===== src/rtl/util_adc_timestamp_insert.sv =====
// Inserts a 64-bit sample-index header word every timestamp_every samples into an
// ADC stream, buffering samples in a small skid FIFO while headers take output slots.
module util_adc_timestamp_insert #(
    parameter int DATA_WIDTH = 64,
    parameter int FIFO_DEPTH = 4
) (
    input  logic                  clk,
    input  logic                  reset,
    input  logic [31:0]           timestamp_every,
    input  logic                  adc_valid_in,
    input  logic [DATA_WIDTH-1:0] adc_data_in,
    output logic                  adc_valid_out,
    output logic [DATA_WIDTH-1:0] adc_data_out,
    output logic                  timestamp_wr_sync,
    output logic                  overflow
);

    localparam int AW = $clog2(FIFO_DEPTH);
    localparam logic [AW:0] DEPTH_C = FIFO_DEPTH[AW:0];

    typedef enum logic {S_IDLE, S_DATA} state_t;

    logic [DATA_WIDTH-1:0] data_mem [FIFO_DEPTH];
    logic [63:0]           idx_mem  [FIFO_DEPTH];

    logic [AW-1:0]         wr_ptr_q, rd_ptr_q;
    logic [AW:0]           count_q;
    logic [63:0]           sample_idx_q;
    logic [31:0]           remaining_q, remaining_d;
    state_t                state_q, state_d;
    logic                  overflow_q;

    logic                  valid_q, valid_d;
    logic                  sync_q, sync_d;
    logic [DATA_WIDTH-1:0] data_q, data_d;

    logic                  fifo_empty, fifo_full;
    logic                  push, pop;
    logic [DATA_WIDTH-1:0] head_data;
    logic [63:0]           head_idx;

    assign fifo_empty = (count_q == '0);
    assign fifo_full  = (count_q == DEPTH_C);
    // A full FIFO still accepts a sample when the head leaves in the same cycle.
    assign push       = adc_valid_in && (!fifo_full || pop);
    assign head_data  = data_mem[rd_ptr_q];
    assign head_idx   = idx_mem[rd_ptr_q];

    always_ff @(posedge clk) begin
        if (push) begin
            data_mem[wr_ptr_q] <= adc_data_in;
            idx_mem[wr_ptr_q]  <= sample_idx_q;
        end
    end

    always_ff @(posedge clk or posedge reset) begin
        if (reset) begin
            wr_ptr_q     <= '0;
            rd_ptr_q     <= '0;
            count_q      <= '0;
            sample_idx_q <= '0;
            overflow_q   <= 1'b0;
            state_q      <= S_IDLE;
            remaining_q  <= '0;
            valid_q      <= 1'b0;
            sync_q       <= 1'b0;
            data_q       <= '0;
        end else begin
            if (push) begin
                wr_ptr_q <= wr_ptr_q + 1'b1;
            end
            if (pop) begin
                rd_ptr_q <= rd_ptr_q + 1'b1;
            end
            count_q <= count_q + {{AW{1'b0}}, push} - {{AW{1'b0}}, pop};
            if (adc_valid_in) begin
                sample_idx_q <= sample_idx_q + 64'd1;
            end
            if (adc_valid_in && !push) begin
                overflow_q <= 1'b1;
            end
            state_q     <= state_d;
            remaining_q <= remaining_d;
            valid_q     <= valid_d;
            sync_q      <= sync_d;
            data_q      <= data_d;
        end
    end

    // The header is emitted on the block-boundary decision cycle itself, so a new
    // block costs exactly one output slot and timestamp_every is sampled only here.
    always_comb begin
        state_d     = state_q;
        remaining_d = remaining_q;
        case (state_q)
            S_IDLE: begin
                if (!fifo_empty && (timestamp_every != 32'd0)) begin
                    remaining_d = timestamp_every;
                    state_d     = S_DATA;
                end
            end
            S_DATA: begin
                if (!fifo_empty) begin
                    remaining_d = remaining_q - 32'd1;
                    if (remaining_q == 32'd1) begin
                        state_d = S_IDLE;
                    end
                end
            end
            default: state_d = S_IDLE;
        endcase
    end

    always_comb begin
        valid_d = 1'b0;
        sync_d  = 1'b0;
        data_d  = '0;
        pop     = 1'b0;
        case (state_q)
            S_IDLE: begin
                if (!fifo_empty) begin
                    valid_d = 1'b1;
                    if (timestamp_every == 32'd0) begin
                        pop    = 1'b1;
                        data_d = head_data;
                    end else begin
                        sync_d       = 1'b1;
                        data_d[63:0] = head_idx;
                    end
                end
            end
            S_DATA: begin
                if (!fifo_empty) begin
                    pop     = 1'b1;
                    valid_d = 1'b1;
                    data_d  = head_data;
                end
            end
            default: ;
        endcase
    end

    assign adc_valid_out     = valid_q;
    assign adc_data_out      = data_q;
    assign timestamp_wr_sync = sync_q;
    assign overflow          = overflow_q;

endmodule


===== config.mk =====
export PLATFORM = sky130hd
export DESIGN_NAME = util_adc_timestamp_insert
export DESIGN_NICKNAME = d
export VERILOG_FILES = /design/src/rtl/util_adc_timestamp_insert.sv
export SDC_FILE = /design/constraint.sdc
export NUM_CORES = 1
export LEC_CHECK = 0
export ABC_CLOCK_PERIOD_IN_PS = 8000
export BUFFER_PORTS_ARGS = -buffer_cell sky130_fd_sc_hd__buf_2
export CAP_MARGIN = 20
export CORE_MARGIN = 4
export CORE_UTILIZATION = 52
export CTS_CLUSTER_SIZE = 40
export DETAILED_ROUTE_END_ITERATION = 6
export GPL_TIMING_DRIVEN = 0
export MAX_ROUTING_LAYER = met4
export PLACE_DENSITY = 0.82
export SLEW_MARGIN = 20
export SYNTH_ARGS = -nofsm -noshare
export SYNTH_HDL_FRONTEND = slang
export SYNTH_SLANG_ARGS = --single-unit

===== constraint.sdc =====
create_clock -name clk -period 8 [get_ports clk]
set_clock_uncertainty 0.15 [all_clocks]
set_input_delay 0.8 -clock clk [delete_from_list [all_inputs] [get_ports clk]]
set_output_delay 0.8 -clock clk [all_outputs]
set_load 0.005 [all_outputs]

==> results.toml <==
[status]
status = "finished, final reports clean"

[synth]
synth_area_leaders = "edfxtp_1, dfrtp_1, mux4_2"
synth_edf_count = 512
synth_top_flop_cell = "edfxtp_1"
syn-cell-area_um2 = 26400
netlist.area_leader.share_pct = 58.1
synthAdderAreaFrac_pct = 0.501
ys_warn_count = 0
ys_seq_area_share_pct = 74.3
synth_top_family_by_area = "multiplexers"
synth_compound_area_share_pct = 3.27
synth_cell_types = 58
syn_avg_cell_area_um2 = 17.5
syn-num-nets = 1619
synth_xor_area_share_pct = 2.25
postSynthCellCount = 1510
async_reset_ff_share_pct = 25.0
synth_seq_cells = 683
yosysTopAreaCell = "edfxtp_1"
synth-simple-area-share_pct = 6.72
synth_mux_area_share_pct = 11.5

[detailed_routing]
drcViolationCount = 0
drt_pass1_iterations = 5
via_count = 14600
via_per_inst = 5.84
drtAntennaViolNets = 0
post_drt_wl_per_cell_um = 23.4
drtIter0Drc = 1456
totalWireLength_um = 58600

[clock_tree]
cts_tree = "done"
cts-hold-fix-buffers = 0
htree_levels = 3
root_buffer = "clkbuf_16"
cts_num_sinks = 683
cts.path.max_buffers = 3
clkLatencyLatePin_ns = 0.60
post_cts_buffers = 0
cts_buffers = 68
cts_resized = 0
clk_pin_slew_worst_paths_ns = 0.06

[die]
core_um2 = 50200
floorplan.die_area_um2 = 54500
die_y_um = 234
pin_count = 166
initial_core_util_pct = 52.7
num_rows = 82
die_w_um = 234

[grt]
grtUsageTotal_pct = 22.3
gr-usage-met1_pct = 29.0
grt_pass1_wl_um = 89900
met3_usage_pct = 4.17
gr-total-overflow = 0
grt_use_met2_pct = 35.8
grt_max_degree = 94
first_global_vias = 15500
grt-busiest-layer = "met2"
antenna_found_initial = 6

[layout]
syn_to_final_growth_pct = 18.1
fill_cells = 3386
drive_above_1_share_pct = 26.1
final_cell_area_um2 = 31200
post-route-util_pct = 62.3
final_cell_mix = "edfxtp_1, nand2_1, buf_2"
final_common_cell = "edfxtp_1"
final_nets = 1882

[power]
total_power_w = 0.0109
peakVddDrop_v = 0.000202
p_leak_nw = 11.4
p_per_area_nw_per_um2 = 350

[sta]
worstMarginPinSlew_ns = 1.12
fmax_ghz = 0.261
finalSetupViolCount = 0
fin_crit_ns = 3.84
rsz0062_at_grt = "no"
period_share_pct = 48.0
slew_headroom_pct = 25.5
hold_viol_final = 0
fin_tns_setup_ns = 0
slew_viol_final = 0

[worst_setup_path]
arrival_ns = 3.97
worstSetupStartpointType = "input pin"
critical-path-max-stage-delay_ns = 0.63
crit_path_end_kind = "register"
r2r_cells = 8
reg2reg_from = "state_q"
crit_path_cell_trace = "buf_2, nor4_1, nand4_1, o21ai_2, o21ai_1, nor2_4, buf_16, buf_12, buf_12"
crit_buf_inv = 4
cp.required_ns = 8.13
rr_endpoint = "data_mem[3][25]"
critPathSlowestCell = "nor2_4"
crit_family = "simple AND/OR/NAND/NOR gates"
rrSetupSlack_ns = 4.56
crit_top_cell = "buf_12"
critical_path_class = "input pin to register"
critPathMaxFanout = 22

[placement]
portBuffers = 164
placed_area_um2 = 28900
hpwl_um = 37600
place_congestion = 0.870

[run]
cap_violations = 0

[min_path]
hold_class = "input pin to asynchronous set/reset pin"
cells in the mapped netlist (28+ instances only):
master / number
a21oi_1: 95
clkbuf_1: 43
dfrtp_1: 171
edfxtp_1: 512
mux4_2: 128
nand2_1: 184
nand3_1: 34
nor2_1: 38
xnor2_1: 40
xor2_1: 28
metal layers:
metal / routed length, um / vias to the layer above
met5: 0 / -
met1: 23500 / 7552
met3: 3790 / 100
met2: 29600 / 555
li1: - / 6414
met4: 1610 / 0
worst max-delay path by stage:
stage | depth (start not counted) | to | from
after global placement | 6 | data_mem[3][26] | timestamp_every[26]
after CTS | 9 | data_mem[3][20] | timestamp_every[26]
after global routing | 9 | data_mem[3][20] | timestamp_every[18]
final | 9 | data_mem[3][25] | timestamp_every[10]
after detailed placement | 9 | data_mem[3][26] | timestamp_every[26]
after floorplan | 5 | data_mem[0][0] | timestamp_every[21]
power by group:
group          total [W]  switching (W)  internal, W  leakage (nW)
Clock            0.00334        0.00131      0.00203          1.15
Sequential       0.00487       0.000257      0.00461          6.83
Combinational    0.00272        0.00146      0.00126          3.41
metrics by stage:
stage	instances	setup slack (ns)	hold WS, ns
after global placement	2346	-5.93	0.300
after global routing	2505	4.01	0.159
after CTS	2499	4.22	0.126
after floorplan	1510	0.0221	0.310
final	2505	4.16	0.121
after detailed placement	2375	3.60	0.324
kinds of logic (layout without fill, tap and decap cells):
group,count (synthesis),in the layout
DFF,683,683
and+or+nand+nor,363,363
AOI/OAI and AO/OA,151,151
muxes,144,144
buffers and inverters,91,408
xor gates and xnor gates,68,68
adders and majority gates,10,10
other,0,6
area by class of cell:
class                   count  area, um2  area share (%)
inverters                  22       90.1           0.288
repair buffers            193       1520            4.87
flip-flops and latches    683      19700            62.9
clock inverters            24        332            1.06
well taps                 672        841            2.69
plain buffers              69        295           0.945
diodes                      6       15.0          0.0481
multi-input cells         736       6450            20.7
clock buffers             100       2040            6.53
registers in the layout, indices dropped and copies added (netlist names):
| name | flops |
|---|---|
| data_mem | 256 |
| idx_mem | 256 |
| adc_data_out | 64 |
| sample_idx_q | 64 |
| remaining_q | 32 |
| count_q | 3 |
| rd_ptr_q | 2 |
| wr_ptr_q | 2 |
| adc_valid_out | 1 |
| overflow | 1 |
| state_q | 1 |
| timestamp_wr_sync | 1 |
Power figures use the tool's default switching activity.
